$ cat config.mk
export PLATFORM = sky130hd
export DESIGN_NAME = instr_fetch
export DESIGN_NICKNAME = d
export VERILOG_FILES = /design/src/rtl/instr_fetch.sv
export SDC_FILE = /design/constraint.sdc
export NUM_CORES = 1
export LEC_CHECK = 0
export ABC_AREA = 1
export CORE_UTILIZATION = 40
export CTS_CLUSTER_SIZE = 28
export DETAILED_ROUTE_END_ITERATION = 10
export HOLD_SLACK_MARGIN = 0.05
export PLACE_DENSITY = 0.81
export SLEW_MARGIN = 30
export SYNTH_ARGS = -nofsm -noshare
export SYNTH_HDL_FRONTEND = slang
export SYNTH_SLANG_ARGS = --single-unit
$ cat constraint.sdc
create_clock -name clk -period 3.5 [get_ports clk]
set_input_delay 0.35 -clock clk [delete_from_list [all_inputs] [get_ports clk]]
set_output_delay 0.35 -clock clk [all_outputs]
set_load 0.02 [all_outputs]
$ cat src/rtl/instr_fetch.sv
// ---------------------------------------------------------------------------
// instr_fetch
//   Fetch stage sitting directly after the PC register. It issues one
//   instruction-memory read per instruction and captures the returned word.
//   The word is offered to decode with a valid/ready handshake.
//   The stage also drives the PC register's load strobe and its next value.
//   That value is either the sequential pc+INST_BYTES or a redirect target
//   from execute. A redirect squashes any wrong-path fetch that is still in
//   flight or already held.
//
// Ports
//   clk, rst        clock and synchronous active-high reset
//   pc              current PC (PC register output)
//   pc_load/pc_next load strobe and data for the PC register
//   redirect/_pc    branch/jump redirect and its target
//   imem_*          memory request (held until imem_resp) and response
//   inst_valid/     instruction handshake towards decode
//   inst_ready
//   inst/inst_pc    instruction word and its address
// ---------------------------------------------------------------------------
module instr_fetch #(
    parameter int XLEN       = 32,
    parameter int INST_BYTES = 4
) (
    input  logic            clk,
    input  logic            rst,
    input  logic [XLEN-1:0] pc,
    output logic            pc_load,
    output logic [XLEN-1:0] pc_next,
    input  logic            redirect,
    input  logic [XLEN-1:0] redirect_pc,
    output logic            imem_read,
    output logic [XLEN-1:0] imem_address,
    input  logic            imem_resp,
    input  logic [XLEN-1:0] imem_rdata,
    output logic            inst_valid,
    input  logic            inst_ready,
    output logic [XLEN-1:0] inst,
    output logic [XLEN-1:0] inst_pc
);

    localparam logic [XLEN-1:0] INC = XLEN'(INST_BYTES);

    typedef enum logic [1:0] {IDLE, WAIT, HOLD} state_t;

    state_t          state_reg, state_next;
    logic            squash_reg, squash_next;
    logic [XLEN-1:0] req_addr_reg, req_addr_next;
    logic [XLEN-1:0] inst_reg, inst_next;
    logic [XLEN-1:0] inst_pc_reg, inst_pc_next;
    logic [XLEN-1:0] target;

    always_ff @(posedge clk) begin
        if (rst) begin
            state_reg    <= IDLE;
            squash_reg   <= 1'b0;
            req_addr_reg <= '0;
            inst_reg     <= '0;
            inst_pc_reg  <= '0;
        end else begin
            state_reg    <= state_next;
            squash_reg   <= squash_next;
            req_addr_reg <= req_addr_next;
            inst_reg     <= inst_next;
            inst_pc_reg  <= inst_pc_next;
        end
    end

    always_comb begin
        state_next    = state_reg;
        squash_next   = squash_reg;
        req_addr_next = req_addr_reg;
        inst_next     = inst_reg;
        inst_pc_next  = inst_pc_reg;
        pc_load       = 1'b0;
        target        = '0;
        imem_read     = 1'b0;
        inst_valid    = 1'b0;

        case (state_reg)
            IDLE: begin
                req_addr_next = pc;
                state_next    = WAIT;
            end
            WAIT: begin
                imem_read = 1'b1;
                if (imem_resp) begin
                    if (squash_reg || redirect) begin
                        // Wrong-path word: drop it and refetch from the PC,
                        // which by then holds the redirect target.
                        squash_next = 1'b0;
                        state_next  = IDLE;
                        if (redirect) begin
                            pc_load = 1'b1;
                            target  = redirect_pc;
                        end
                    end else begin
                        inst_next    = imem_rdata;
                        inst_pc_next = req_addr_reg;
                        pc_load      = 1'b1;
                        target       = req_addr_reg + INC;
                        state_next   = HOLD;
                    end
                end else if (redirect) begin
                    // The request cannot be withdrawn mid-flight, so we
                    // remember to discard its response.
                    pc_load     = 1'b1;
                    target      = redirect_pc;
                    squash_next = 1'b1;
                end
            end
            HOLD: begin
                // A held word is already wrong-path while redirect is high.
                inst_valid = ~redirect;
                if (redirect) begin
                    pc_load    = 1'b1;
                    target     = redirect_pc;
                    state_next = IDLE;
                end else if (inst_ready) begin
                    req_addr_next = pc;
                    state_next    = WAIT;
                end
            end
            default: state_next = IDLE;
        endcase
    end

    // Instructions are word aligned: the low two address bits are always zero.
    assign pc_next      = pc_load ? {target[XLEN-1:2], 2'b00} : '0;
    assign imem_address = req_addr_reg;
    assign inst         = inst_reg;
    assign inst_pc      = inst_pc_reg;

endmodule
==> Implementation_results.wiki <==
{| class="wikitable"
! Metric !! Value
|-
| CP Launch Type || flop
|-
| Via count || 5412
|-
| Global-route met3 utilization || 5.88%
|-
| Busiest layer in global routing || met2
|-
| CP endpoint kind || output port
|-
| Max-capacitance violation count || 0
|-
| Setup repair after global routing missed its margin || false
|-
| FP Rows || 39
|-
| Maximum count of clock buffers along a single path || 2
|-
| Peak per-stage delay on the critical path || 0.67 ns
|-
| Number of antenna diodes || 0
|-
| Hold Violations, Final || 0
|-
| Initial standard-cell utilization of the core || 41.6%
|-
| Worst hold slack after final layout || 0.470 ns
|-
| Post-route DRC || 16
|-
| Proportion of register bits with asynchronous set or reset after synthesis || 0%
|-
| Peak supply drop || 356 uV
|-
| Cell with the biggest individual delay on the critical path || clkdlybuf4s50_1
|-
| Width of the die || 112 um
|-
| Max Clock Freq || 0.313 GHz
|-
| Layout Nets || 1033
|-
| CTS hold repair buffers || 0
|-
| Power per Cell Area || 558 nW/um^2
|-
| Worst-path fanout max || 18
|-
| Sequence of cells on the critical path || inv_1 -> ha_1 -> buf_4 -> clkinv_1 -> a31oi_1 -> clkdlybuf4s50_1
|-
| Number of synthesized flops with an enable pin || 0
|-
| Most common cell in the netlist || nor2_1
|-
| Endpoint required time on the critical path || 3.15 ns
|-
| Global-route met2 utilization || 44.1%
|-
| Top cells by area, synth || dfxtp_1, nor2_1, o21ai_0
|-
| Via density per instance || 5.04
|-
| Number of placed I/O pins || 232
|-
| Aggregate negative setup slack || 0 ns
|-
| HP Start || inst_pc[15]
|-
| Largest clock skew in the final design || 0.00425 ns
|-
| Failing checks || DRC
|-
| Relative slew slack || 49.5%
|-
| Worst min path class || flop to flop
|-
| Outcome || finished with violations
|-
| Sequential area share after synthesis || 41.2%
|-
| Count of different cell masters after synthesis || 39
|-
| Die outline area || 12500 sq um
|-
| Vertical extent of the die || 112 um
|-
| Count of antenna-violating nets left after detailed routing || 0
|-
| Initial antenna violation count || 0
|-
| Grt total ovfl || 0
|-
| Final Routed Wirelength || 16400 um
|-
| Post-CTS Repair Setup Buffers || 0
|-
| IO buf count || 227
|-
| Detailed-routing iteration count for the pre-antenna-repair pass || 8
|-
| Category of the most critical setup path || flop to output port
|-
| Resize count post-CTS || 0
|-
| Synthesized flop and latch total || 99
|-
| Ratio of final minimum period to clock period || 91.4%
|-
| WL/cell || 15.3 um
|-
| Worst reg2reg endpoint || imem_address[30]
|-
| Master cell of the clock root buffer || clkbuf_16
|-
| Final setup violation count || 0
|-
| Weighted congestion reported at the end of routability-driven placement || 0.878
|-
| R2R setup slack || 1.37 ns
|-
| Clock input transition at the sequential cells of the worst setup and hold paths || 0.06 ns
|-
| Pin count of the biggest net entering global routing || 51
|-
| Count of synthesis-stage warnings from yosys || 0
|-
| Global Route Usage Sum || 26.3%
|-
| Global-route wire length before repair || 25700 um
|-
| Max-slew violation total from the final report || 0
|-
| Number of buffers added by the clock tree synthesis step || 9
|-
| Initial DRC Count || 351
|-
| Area delta synth->final || 54.9%
|-
| Total core area || 11600 sq um
|-
| Period minus WS final || 3.20 ns
|-
| End point of the most critical hold path || inst_pc[15]
|-
| Number of cells traversed by the worst register-to-register path || 7
|-
| Yosys top cell area share || 41.2%
|-
| Reported leakage power || 2.95 nW
|-
| Cell area after technology mapping || 4810 sq um
|-
| Met1 usage || 32.9%
|-
| Average instance area after synthesis || 6.71 sq um
|-
| Top cells by instance count after synthesis || nor2_1, nand2_1, dfxtp_1
|-
| Proportion of layout cells with a drive suffix above 1 || 4.95%
|-
| Clock latency on the worst-skew pair || 0.34 ns
|-
| Slew at the pin with the worst max-slew slack || 0.758 ns
|-
| TritonCTS clock tree || done
|-
| Library cell occupying the most area in the post-synthesis netlist || dfxtp_1
|-
| Cells after Synth || 717
|-
| Cell depth of the worst min-delay path || 2
|-
| Primary flip-flop cell chosen by synthesis mapping || dfxtp_1
|-
| Post-detailed-placement half-perimeter wirelength || 11900 um
|-
| Reg2Reg Launch Point || state_reg[0]
|-
| Clock sinks || 99
|-
| Number of global-route vias before repair || 4964
|-
| Htree depth || 3
|-
| Arrival time of the worst setup path || 2.85 ns
|}
[report_power, final]
| part | internal, W | switching, W |
|---|---|---|
| clock network | 0.000474 | 0.000427 |
| logic | 0.000716 | 0.000983 |
| registers | 0.00132 | 0.000237 |
| total | 0.00251 | 0.00165 |
[layout by cell type (no fill, tap or decap), types with 2 or more instances in the layout]
cell type / Yosys / layout
dfxtp_1: 99 / 99
o21ai_0: 84 / 84
or2_2: 4 / 4
nor2_2: 3 / 3
buf_4: 5 / 7
clkbuf_16: 0 / 9
inv_2: 4 / 5
nand4_1: 2 / 2
conb_1: 1 / 2
nor2_1: 182 / 182
nand3_4: 2 / 2
a211oi_1: 3 / 3
inv_1: 53 / 52
clkinvlp_4: 0 / 4
o211a_1: 3 / 3
a21oi_1: 40 / 40
a31oi_1: 2 / 2
ha_1: 5 / 5
o211ai_1: 2 / 2
nand3_1: 40 / 40
nor2_4: 3 / 3
nor3_1: 18 / 18
buf_12: 0 / 3
o21bai_1: 2 / 2
nand2_1: 108 / 108
a22oi_1: 2 / 2
nand2_2: 2 / 2
clkdlybuf4s50_1: 0 / 227
a32oi_1: 3 / 3
[critical path: cells and delay by family, from the launching register on]
family	cells	cell delay, ns
buf+inv	4	1.51
flops	1	0.35
compound gates	1	0.35
fa+ha+maj	1	0.28
[worst max path at each step]
stage | start | to | slack [ns] | depth (start not counted)
2_1_floorplan | state_reg[1] | pc_next[13] | 1.31 | 9
3_3_place_gp | redirect | pc_next[15] | 0.59 | 10
3_5_place_dp | redirect | pc_next[15] | 0.58 | 10
4_1_cts | state_reg[0] | pc_next[18] | 0.29 | 6
5_1_grt | state_reg[0] | pc_next[18] | 0.14 | 6
6_report | state_reg[0] | pc_next[18] | 0.30 | 6
[per-layer routing]
layer	part of all wire [%]	routed length [um]
met1	44	7150
met2	47	7630
met3	7.8	1270
met4	2.0	329
met5	0	0
[cell families (layout without fill, tap and decap cells)]
group	Yosys count	after routing	synth area share, %
flops	99	99	41.2
simple gates	368	368	32.5
buf+inv	98	310	8.45
fa+ha+maj	5	5	1.30
other cells	1	2	0.0779
compound gates	145	145	16.3
xor+xnor	1	1	0.182
[per-stage QoR]
step                power [W]  instance area [sq um]  worst slack, ns  utilization, %  instances
CTS                   0.00418                   7450            0.288            64.5       1073
global placement      0.00326                   7200            0.586            62.2       1059
floorplan             0.00245                   4820             1.31               -        718
finish                0.00416                   7450            0.302            64.5       1073
global route          0.00440                   7450            0.137            64.5       1073
detailed placement    0.00328                   7200            0.577            62.2       1059
[cell type report]
class / count / area, sq um
Fill cell: 1061 / 4110
Multi-Input combinational cell: 521 / 2430
Timing Repair Buffer: 237 / 2380
Sequential cell: 99 / 1980
Clock buffer: 10 / 229
Inverter: 59 / 223
Tap cell: 143 / 179
Clock inverter: 4 / 30.0
No activity file was read; power rests on OpenSTA's default activity.
